**config.mk**
```make
export PLATFORM = sky130hd
export DESIGN_NAME = aesl_deadlock_axis_block_detector
export DESIGN_NICKNAME = d
export VERILOG_FILES = /design/src/rtl/aesl_deadlock_axis_block_detector.sv
export SDC_FILE = /design/constraint.sdc
export NUM_CORES = 1
export LEC_CHECK = 0
export ABC_AREA = 1
export CAP_MARGIN = 0
export CORE_MARGIN = 8
export CORE_UTILIZATION = 55
export DETAILED_ROUTE_END_ITERATION = 8
export GPL_TIMING_DRIVEN = 1
export PLACE_DENSITY_LB_ADDON = 0.12
export RECOVER_POWER = 25
export SYNTH_ARGS = -nofsm -noshare
export SYNTH_HDL_FRONTEND = slang
export SYNTH_SLANG_ARGS = --single-unit
```
**constraint.sdc**
```tcl
create_clock -name clock -period 2.4 [get_ports clock]
set_clock_uncertainty 0.2 [all_clocks]
set_input_delay 0.72 -clock clock [delete_from_list [all_inputs] [get_ports clock]]
set_output_delay 0.72 -clock clock [all_outputs]
set_load 0.02 [all_outputs]
```
**src/rtl/aesl_deadlock_axis_block_detector.sv**
```systemverilog
// Deadlock detector: flags a non-idle blocked AXIS/instance pattern held unchanged for CONFIRM_CYCLES; DEADLOCK_MON_STICKY_EN makes BLOCKED terminal until reset.
// Latency: block rises CONFIRM_CYCLES clocks after a stable blocked pattern first appears; pure observer, no backpressure.
module aesl_deadlock_axis_block_detector #(
    parameter int NUM_AXIS       = 2,
    parameter int NUM_INST       = 2,
    parameter int NUM_BLK        = 1,
    parameter int CONFIRM_CYCLES = 16,
    parameter int CNT_W          = 16,
    parameter int EVT_W          = 8
) (
    input  logic                clock,
    input  logic                reset,
    input  logic [NUM_AXIS-1:0] axis_block_sigs,
    input  logic [NUM_INST-1:0] inst_idle_sigs,
    input  logic [NUM_BLK-1:0]  inst_block_sigs,
    output logic                block,
    output logic [4:0]          block_chan,
    output logic [EVT_W-1:0]    block_evt_cnt,
    output logic                suspect
);

    localparam int PAT_W = NUM_AXIS + NUM_BLK;

    localparam logic [1:0] ST_IDLE    = 2'd0;
    localparam logic [1:0] ST_SUSPECT = 2'd1;
    localparam logic [1:0] ST_BLOCKED = 2'd2;

    logic [1:0]       state_q, state_d;
    logic [CNT_W-1:0] cnt_q, cnt_d;
    logic [PAT_W-1:0] pat_q, pat_d;
    logic             block_q, block_d;
    logic [4:0]       block_chan_q, block_chan_d;
    logic [EVT_W-1:0] evt_q, evt_d;
    logic             suspect_q, suspect_d;

    logic             cond;
    logic [PAT_W-1:0] pat;
    logic [4:0]       low_idx;

    assign cond = ((|axis_block_sigs) | (|inst_block_sigs)) & ~(&inst_idle_sigs);
    assign pat  = {inst_block_sigs, axis_block_sigs};

    // Lowest stalled AXIS channel; 31 marks a block seen only on sub-instances.
    always_comb begin
        low_idx = 5'd31;
        for (int i = NUM_AXIS - 1; i >= 0; i--) begin
            if (axis_block_sigs[i]) low_idx = 5'(i);
        end
    end

    always_comb begin
        state_d      = state_q;
        cnt_d        = cnt_q;
        pat_d        = pat_q;
        block_d      = block_q;
        block_chan_d = block_chan_q;
        evt_d        = evt_q;

        case (state_q)
            ST_IDLE: begin
                if (cond) begin
                    state_d = ST_SUSPECT;
                    cnt_d   = CNT_W'(1);
                    pat_d   = pat;
                end
            end
            ST_SUSPECT: begin
                if (!cond) begin
                    state_d = ST_IDLE;
                    cnt_d   = '0;
                end else if (pat != pat_q) begin
                    cnt_d = CNT_W'(1);
                    pat_d = pat;
                end else if (cnt_q == CNT_W'(CONFIRM_CYCLES - 1)) begin
                    state_d      = ST_BLOCKED;
                    block_d      = 1'b1;
                    block_chan_d = low_idx;
                    if (!(&evt_q)) evt_d = evt_q + EVT_W'(1);
                end else begin
                    cnt_d = cnt_q + CNT_W'(1);
                end
            end
            ST_BLOCKED: begin
`ifdef DEADLOCK_MON_STICKY_EN
                block_d = 1'b1;
`else
                if (!cond) begin
                    state_d = ST_IDLE;
                    block_d = 1'b0;
                    cnt_d   = '0;
                end
`endif
            end
            default: begin
                state_d = ST_IDLE;
                cnt_d   = '0;
                block_d = 1'b0;
            end
        endcase

        suspect_d = (state_d == ST_SUSPECT);
    end

    always_ff @(posedge clock) begin
        if (reset) begin
            state_q      <= ST_IDLE;
            cnt_q        <= '0;
            pat_q        <= '0;
            block_q      <= 1'b0;
            block_chan_q <= 5'd0;
            evt_q        <= '0;
            suspect_q    <= 1'b0;
        end else begin
            state_q      <= state_d;
            cnt_q        <= cnt_d;
            pat_q        <= pat_d;
            block_q      <= block_d;
            block_chan_q <= block_chan_d;
            evt_q        <= evt_d;
            suspect_q    <= suspect_d;
        end
    end

    assign block         = block_q;
    assign block_chan    = block_chan_q;
    assign block_evt_cnt = evt_q;
    assign suspect       = suspect_q;

endmodule

```
== Yosys cells after proc, flatten, opt, wreduce, memory -nomap -nowiden ==
Index checks and enable logic that the tools add are counted.

* Register bits after elaboration: 36
* Bits in latches: 0
* RAM bits: 0
* ROM bits: 0
* Input port bits: 7
* Logic and storage cells: 60
* Memories: 0

* Add/sub/neg operators: 2
* $mul: 0
* Divide/modulo/power cells: 0
* Order comparisons: 0
* Eq/ne operators: 12
* Shift-type cells: 0
* Multiplexer cells: 23
* Bitwise gates (word level): 6
* Reduce and logical (&&, ||, !) cells: 10

{| class="wikitable"
|+ Operators with widths
! cell !! number
|-
| two-way mux 16 bit || 5
|-
| one-hot mux 16 bit (3 select lines) || 1
|-
| adder 16 x 1 -> 16 bit (second input constant) || 1
|-
| == test 16 x 4 -> 1 bit (second input constant) || 1
|-
| != test 2 bit (second input constant) || 6
|-
| two-way mux 2 bit || 5
|-
| two-way mux 5 bit || 2
|-
| AND reduction 5 bit || 2
|-
| two-way mux 3 bit || 3
|-
| adder 8 x 1 -> 8 bit (second input constant) || 1
|-
| AND reduction 4 bit || 2
|-
| AND reduction 8 bit || 1
|-
| one-hot mux 2 bit (3 select lines) || 1
|-
| one-hot mux 3 bit (2 select lines) || 1
|-
| == test 2 x 1 -> 1 bit (second input constant) || 2
|-
| two-way mux 1 bit || 4
|-
| != test 4 bit (second input constant) || 1
|-
| NOT 1 bit || 4
|-
| != test 3 bit || 1
|-
| one-hot mux 1 bit (3 select lines) || 1
|-
| AND reduction 3 bit || 1
|-
| == test 2 bit (second input constant) || 1
|-
| logical NOT 2 bit || 1
|-
| AND reduction 2 bit || 1
|-
| 4 further kinds || 4
|}

== Longest topological paths before layout ==
Gate-level depths: netlist (run 1).

* Depth after elaboration: 6
* Gate-level depth with buffers: 11

== Worst setup path after synthesis (run 1) ==
No wires, ideal clock.

* Kind: in2reg
* Start point: input inst_block_sigs
* End point: register evt_q[7], in the netlist block_evt_cnt[7]
* Library setup time: 0.132 ns
* Data arrival time: 1.697 ns
* Setup slack: 0.370 ns
* Stages: 8
* Buffers on the path: 0
* Cell sequence: inv_1 nand2_1 nand2_1 nand3_1 nor2_2 nand3_2 nand2_1 a21oi_1

* Longest elaborated chain between the ends: 3
* Elaborated cells on any way between the ends: 5

{| class="wikitable"
|+ RTL lines
! what !! RTL line !! source
|-
| start, declared || 15 || <nowiki>input logic [NUM_BLK-1:0] inst_block_sigs,</nowiki>
|-
| != test 3 bit or OR 1 bit (tied branches) || 71, 40 ||
|-
| NOT 1 bit (no source line) or AND 1 bit (tied branches) || - ||
|-
| AND reduction 5 bit (no source line) (*) || - ||
|-
| end signal, assigned || 119 || <nowiki>evt_q <= evt_d;</nowiki>
|-
| end, declared || 33 || <nowiki>logic [EVT_W-1:0] evt_q, evt_d;</nowiki>
|}

Every way passes the cells marked *; elsewhere a longest branch is shown, timed or not.
A chain may end at the register's enable or synchronous reset.

== Worst setup path in the final report (run 1) ==
* Start point: register evt_q[5], in the netlist block_evt_cnt[5]
* End point: output block_evt_cnt[5]

{| class="wikitable"
|+ RTL lines
! what !! RTL line !! source
|-
| end, declared || 18 || <nowiki>output logic [EVT_W-1:0] block_evt_cnt,</nowiki>
|}

No word-level cell between the ends.

==> results of run 1 <==
state kept, by name, indices dropped and copies added, names as in the netlist:
| register | flops |
|---|---|
| state_q | 2 |
| cnt_q | 16 |
| suspect | 1 |
| block | 1 |
| block_evt_cnt | 8 |
| block_chan | 2 |
| pat_q | 3 |
synthesized netlist by cell type (all sizes together):
| cell type | count | area [sq um] |
|---|---|---|
| nand2 | 110 | 427.9 |
| nor2 | 49 | 211.5 |
| inv | 44 | 165.2 |
| dfxtp | 33 | 660.6 |
| nand3 | 32 | 182.7 |
| a21oi | 29 | 152.7 |
| nand4 | 23 | 143.9 |
| buf | 7 | 51.29 |
| o21ai | 6 | 30.03 |
| xor2 | 6 | 52.55 |
| clkbuf | 3 | 11.26 |
| nor3 | 3 | 15.01 |
| clkinv | 2 | 8.750 |
| ha | 2 | 25.02 |
| nand3b | 2 | 15.01 |
| o211ai | 1 | 7.510 |
| xnor2 | 1 | 8.760 |
worst min-delay path, delay by kind of cell (launching register included):
kind            cells  cell delay, ps
buf+inv             1              40
compound gates      1              50
flops               1             310
routing by layer:
layer,vias to the layer above,part of all wire,track usage,wire length [um]
met5,-,0,0,0
met4,0,0.037,0.1167,214
met3,23,0.041,0.02935,240
met2,83,0.47,0.3223,2739
met1,1044,0.45,0.2257,2628
li1,1210,-,-,-
worst paths after layout:
| path | to | slack [ps] |
|---|---|---|
| setup reg to reg | block_evt_cnt[6] | 270 |
| setup / recovery | block_evt_cnt[5] | 90 |
| hold / removal | block_chan[0] | 250 |
| hold reg to reg | block_chan[0] | 250 |
power by group:
| group | internal [uW] | switching, uW | leakage [uW] |
|---|---|---|---|
| combinational | 58.3 | 93.6 | 0.000784 |
| sequential | 558 | 9.84 | 0.000268 |
| clock | 338 | 208 | 0.0000585 |
| total | 954 | 311 | 0.00111 |
logic make-up after synthesis:
family | after synthesis | share of synthesized area
and+or+nand+nor | 219 | 0.4591
buffers and inverters | 56 | 0.1090
AOI/OAI and AO/OA | 36 | 0.08766
DFF | 33 | 0.3045
xor gates and xnor gates | 7 | 0.02826
adders and majority gates | 2 | 0.01153
metrics by stage:
| stage | setup TNS (ps) | instances | utilization | worst slack (ps) |
|---|---|---|---|---|
| floorplan | 0 | 353 | - | 370.4 |
| global placement | -867.3 | 432 | 0.6506 | -78.76 |
| detailed placement | -1738 | 432 | 0.6506 | -100.2 |
| CTS | 0 | 440 | 0.6805 | 78.01 |
| global route | 0 | 440 | 0.6795 | 2.293 |
| finish | 0 | 440 | 0.6795 | 88.50 |
layout make-up:
cell class                 instances  area share
multi-input combinational        264      0.4820
tap                               50     0.02370
inverter                          46     0.06588
clock inverter                     1     0.01137
sequential                        33      0.2502
clock buffer                       7     0.03270
timing repair buffer              39      0.1341
==> results.md, run 1 <==
- Reg2reg path depth: 8
- Most frequent cells in the layout: 106 x nand2_1, 44 x inv_1, 44 x nor2_1, 33 x dfxtp_1, 29 x nand3_1
- CP Buf/Inv Count: 1
- Final Critical Period: 2312 ps
- Storage element area: 660.6 sq um
- Syn_nets: 362
- Seq cells post-synth: 33
- Largest net degree at the start of global routing: 18
- Cells after Synth: 353
- Worst-path clk slew: 70 ps
- Total power: 1266 uW
- Fin area: 2640 sq um
- Multi-input combinational cell area: 1272 sq um
- Commonest non-fill, non-tap cell in the layout: nand2_1
- Via count: 2360
- Cell area power density: 479.4 nW/um^2
- CP Launch Point: block_evt_cnt[5]
- CP top delay family: buffers and inverters
- Initial antenna violation count: 0
- Post-synthesis sequential area ratio: 0.3045
- Hold path depth: 2
- Antenna Violating Nets Remaining: 0
- WP data arrival: 1390 ps
- Die height: 78.81 um
- N_diodes: 0
- Worst Hold Class: register to register
- CP Max Fanout: 6
- Outcome: finished, final reports clean
- CP startpoint kind: register
- Post-synth cell types: 28
- Routed len/inst: 13.23 um
- Slew HR: 0.7528
- CTS tree: built
- Final hold slack: 246.0 ps
- Cell Area, Synth: 2170 sq um
- Worst Tran Pin Value: 369.6 ps
- Maxcap violations: 0
- Pre-antenna DRT Iters: 5
- CTS Sinks: 33
- Row Count: 23
- Die area: 6210 sq um
- Hold buffers post-CTS: 0
- First-pass GRT wire length: 9798 um
- CP max stage delay: 650 ps
- Slowest CP cell: clkdlybuf4s50_1
- Period utilization: 0.9631
- Crit end category: output pin
- PostCTS Resize Cnt: 0
- Reg2reg start: cnt_q[0]
- Synth-to-layout area growth: 21.68%
- Total global-route track usage: 0.1920
- CP Depth: 1
- Max Buffers Root-to-Sink: 2
- Die X: 78.81 um
- Total global routing overflow: 0
- Via density: 5.364
- Vias in the first global route: 2210
- Area post-placement: 2527 sq um
- Initial core utilization: 0.5585
- PortBufs: 21
- I/O Pins: 22
- Setup CP Type: register to output pin
- Clk root buf: clkbuf_8
- Synth Warn #: 0
- Setup repair after global routing missed its margin: no
- Leakage power: 0.001110 uW
- Hold wc startpoint: block_chan[0]
- Layout cells sized above 1: 0.1000
- Crit-path cells: clkdlybuf4s50_1
- Final WL: 5823 um
- Mean Syn Cell Area: 6.146 sq um
- Clk_lat worst skew: 290 ps
- Max VDD drop: 330.4 uV
- Worst EP required: 1480 ps
- Htree depth: 2
- Initial drt markers: 119
- Setup bufs post-CTS: 0
- DRC: 0
- Nets: 398
- # setup viols final: 0
- GPL Wtd Cong: 0.9269
- Endpoints failing hold: 0
- FILL cells: 353
- Inserted Clock Buffers: 5
- Post-DP HPWL: 4264 um
- Core Area: 3885 sq um
- Slew Viols, Final: 0
- F_max: 0.4326 GHz
Note: power is estimated with default switching activity, not from simulation.
==> run 2: changes to the inputs <==
==> constraint.sdc (replaced) <==
create_clock -name clock -period 2.4 [get_ports clock]
set_clock_uncertainty 0.2 [all_clocks]
set_input_delay 0.48 -clock clock [delete_from_list [all_inputs] [get_ports clock]]
set_output_delay 0.48 -clock clock [all_outputs]
set_load 0.02 [all_outputs]
==> run 2 against run 1 <==
  * Clock power fell by 16%
  * Global-route usage is 0.92 points lower
  * Worst hold slack worse by 1.0 ps
  * Largest cell class unchanged
  * Largest power group unchanged
==> results.md, run 2 (same netlist as run 1, synthesis figures left out) <==
- Clk root buf: clkbuf_8
- Leakage power: 0.001088 uW (-2.0%)
- Via density: 5.231 (-2.5%)
- Synth-to-layout area growth: 17.82%
- CTS tree: built
- Initial drt markers: 143 (+20%)
- Total global-route track usage: 0.1828 (-0.009229)
- Switching pwr: 297.6 uW (-4.3%)
- CP startpoint kind: register
- DRC: 0 (unchanged)
- Pre-antenna DRT Iters: 4 (-1)
- Post-DP HPWL: 4091 um (-4.1%)
- F_max: 0.4788 GHz (+11%)
- Antenna Violating Nets Remaining: 0 (unchanged)
- Outcome: finished, final reports clean
- Slew HR: 0.7553 (+0.002428)
- Final WL: 5494 um (-5.7%)
- Initial core utilization: 0.5585 (unchanged)
- Internal power: 864.6 uW (-9.4%)
- Maxcap violations: 0 (unchanged)
- Crit end category: register
- Period utilization: 0.8702 (-0.09289)
- Final Critical Period: 2089 ps (-222.9 ps)
- Logic pwr share: 0.119 (about the same)
- First-pass GRT wire length: 9432 um (-3.7%)
- Final non-filler cell total: 432 (-1.8%)
- Max VDD drop: 406.9 uV (+23%)
- CTS Sinks: 33 (unchanged)
- Setup bufs post-CTS: 0 (unchanged)
- WP data arrival: 2110 ps (+720 ps)
- Inserted Clock Buffers: 5 (unchanged)
- Largest register FFs: 16 (unchanged)
- Nets: 390 (-2.0%)
- Dpl cells: 424 (-1.9%)
- # setup viols final: 0 (unchanged)
- Commonest non-fill, non-tap cell in the layout: nand2_1
- Layout cells sized above 1: 0.08639 (-0.01361)
- CP Max Fanout: 17 (+11)
- Die area: 6210 sq um (unchanged)
- Die height: 78.81 um (unchanged)
- Clock power frac: 0.394 (-0.037)
- Total global routing overflow: 0 (unchanged)
- Row Count: 23 (unchanged)
- Die X: 78.81 um (unchanged)
- Sw Ratio: 0.2561 (+0.01026)
- GPL Wtd Cong: 0.8852 (-4.5%)
- I/O Pins: 22 (unchanged)
- Initial antenna violation count: 0 (unchanged)
- Worst EP required: 2420 ps (+940 ps)
- N_diodes: 0 (unchanged)
- Register bank with the most flops: cnt_q
- Worst Hold Class: register to register
- Most frequent cells in the layout: 106 x nand2_1, 44 x inv_1, 44 x nor2_1, 33 x dfxtp_1, 29 x nand3_1
- Hold buffers post-CTS: 0 (unchanged)
- Setup repair after global routing missed its margin: no
- Max Buffers Root-to-Sink: 2 (unchanged)
- Htree depth: 2 (unchanged)
- Via count: 2260 (-4.2%)
- Endpoints failing hold: 0 (unchanged)
- FILL cells: 364 (+3.1%)
- Clk_lat worst skew: 290 ps (about the same)
- Worst Tran Pin Value: 365.8 ps (-3.835 ps)
- TNS Setup: 0 ps (unchanged)
- PostCTS Resize Cnt: 0 (unchanged)
- Vias in the first global route: 2168 (-1.9%)
- Slew Viols, Final: 0 (unchanged)
- Largest net degree at the start of global routing: 19 (+1)
- Core Area: 3885 sq um (unchanged)
- Sequential share of power: 0.487 (+0.039)
- Setup CP Type: register to register
- Cell area power density: 454.6 nW/um^2 (-5.2%)
- Routed len/inst: 12.72 um (-3.9%)
- Worst-path clk slew: 60 ps (about the same)
- PortBufs: 21 (unchanged)
-- run 2: per-layer routing --
layer,vias up,GRT usage,wire [um]
met5,-,0,0
met4,0,0.07037,75
met3,7,0.04176,256
met2,57,0.3057,2593
met1,1008,0.2223,2569
li1,1188,-,-
-- run 2: power groups by stage --
stage	Sequential (uW)	Clock, uW	Combinational, uW
2_1_floorplan	579	0	87.7
3_3_place_gp	578	0	135
3_5_place_dp	578	0	137
4_1_cts	566	468	138
5_1_grt	566	491	154
6_report	566	458	138
-- run 2: worst paths after layout --
kind | startpoint | to | slack (ps) | cells after the start
worst max-delay path | cnt_q[1] | cnt_q[3] | 310 | 9
worst min register to register | block_chan[0] | block_chan[0] | 240 | 2
worst max register to register | cnt_q[1] | cnt_q[3] | 310 | 9
worst min-delay path | block_chan[0] | block_chan[0] | 240 | 2
-- run 2: layout make-up --
cell class                 instances  area [sq um]  share of cell area
clock inverter                     1         5.005            0.001958
multi-input combinational        264          1272              0.4978
tap                               50         62.56             0.02447
clock buffer                       7         96.34             0.03769
inverter                          46         173.9             0.06804
sequential                        33         660.6              0.2584
timing repair buffer              31         285.3              0.1116
-- run 2: metrics by stage --
stage / hold WS, ps / util / area [sq um] / power [uW] / setup WS, ps
finish: 245.0 / 0.6580 / 2556 / 1162 / 311.4
global route: 281.3 / 0.6580 / 2556 / 1212 / 147.2
CTS: 250.8 / 0.6580 / 2556 / 1171 / 332.5
detailed placement: 241.3 / 0.6319 / 2455 / 714.8 / 69.43
global placement: 243.9 / 0.6319 / 2455 / 712.9 / 123.9
floorplan: 243.9 / - / 2170 / 666.8 / 524.0
-- run 2: worst max-delay path, cell delays in order (launching register included) --
cell	delay (ps)
dfxtp_1	410
ha_1	360
nand3_2	150
clkinv_2	130
nand2_2	80
nor2_4	150
nand3_4	130
nand2_4	200
nand2_1	90
a21oi_2	130
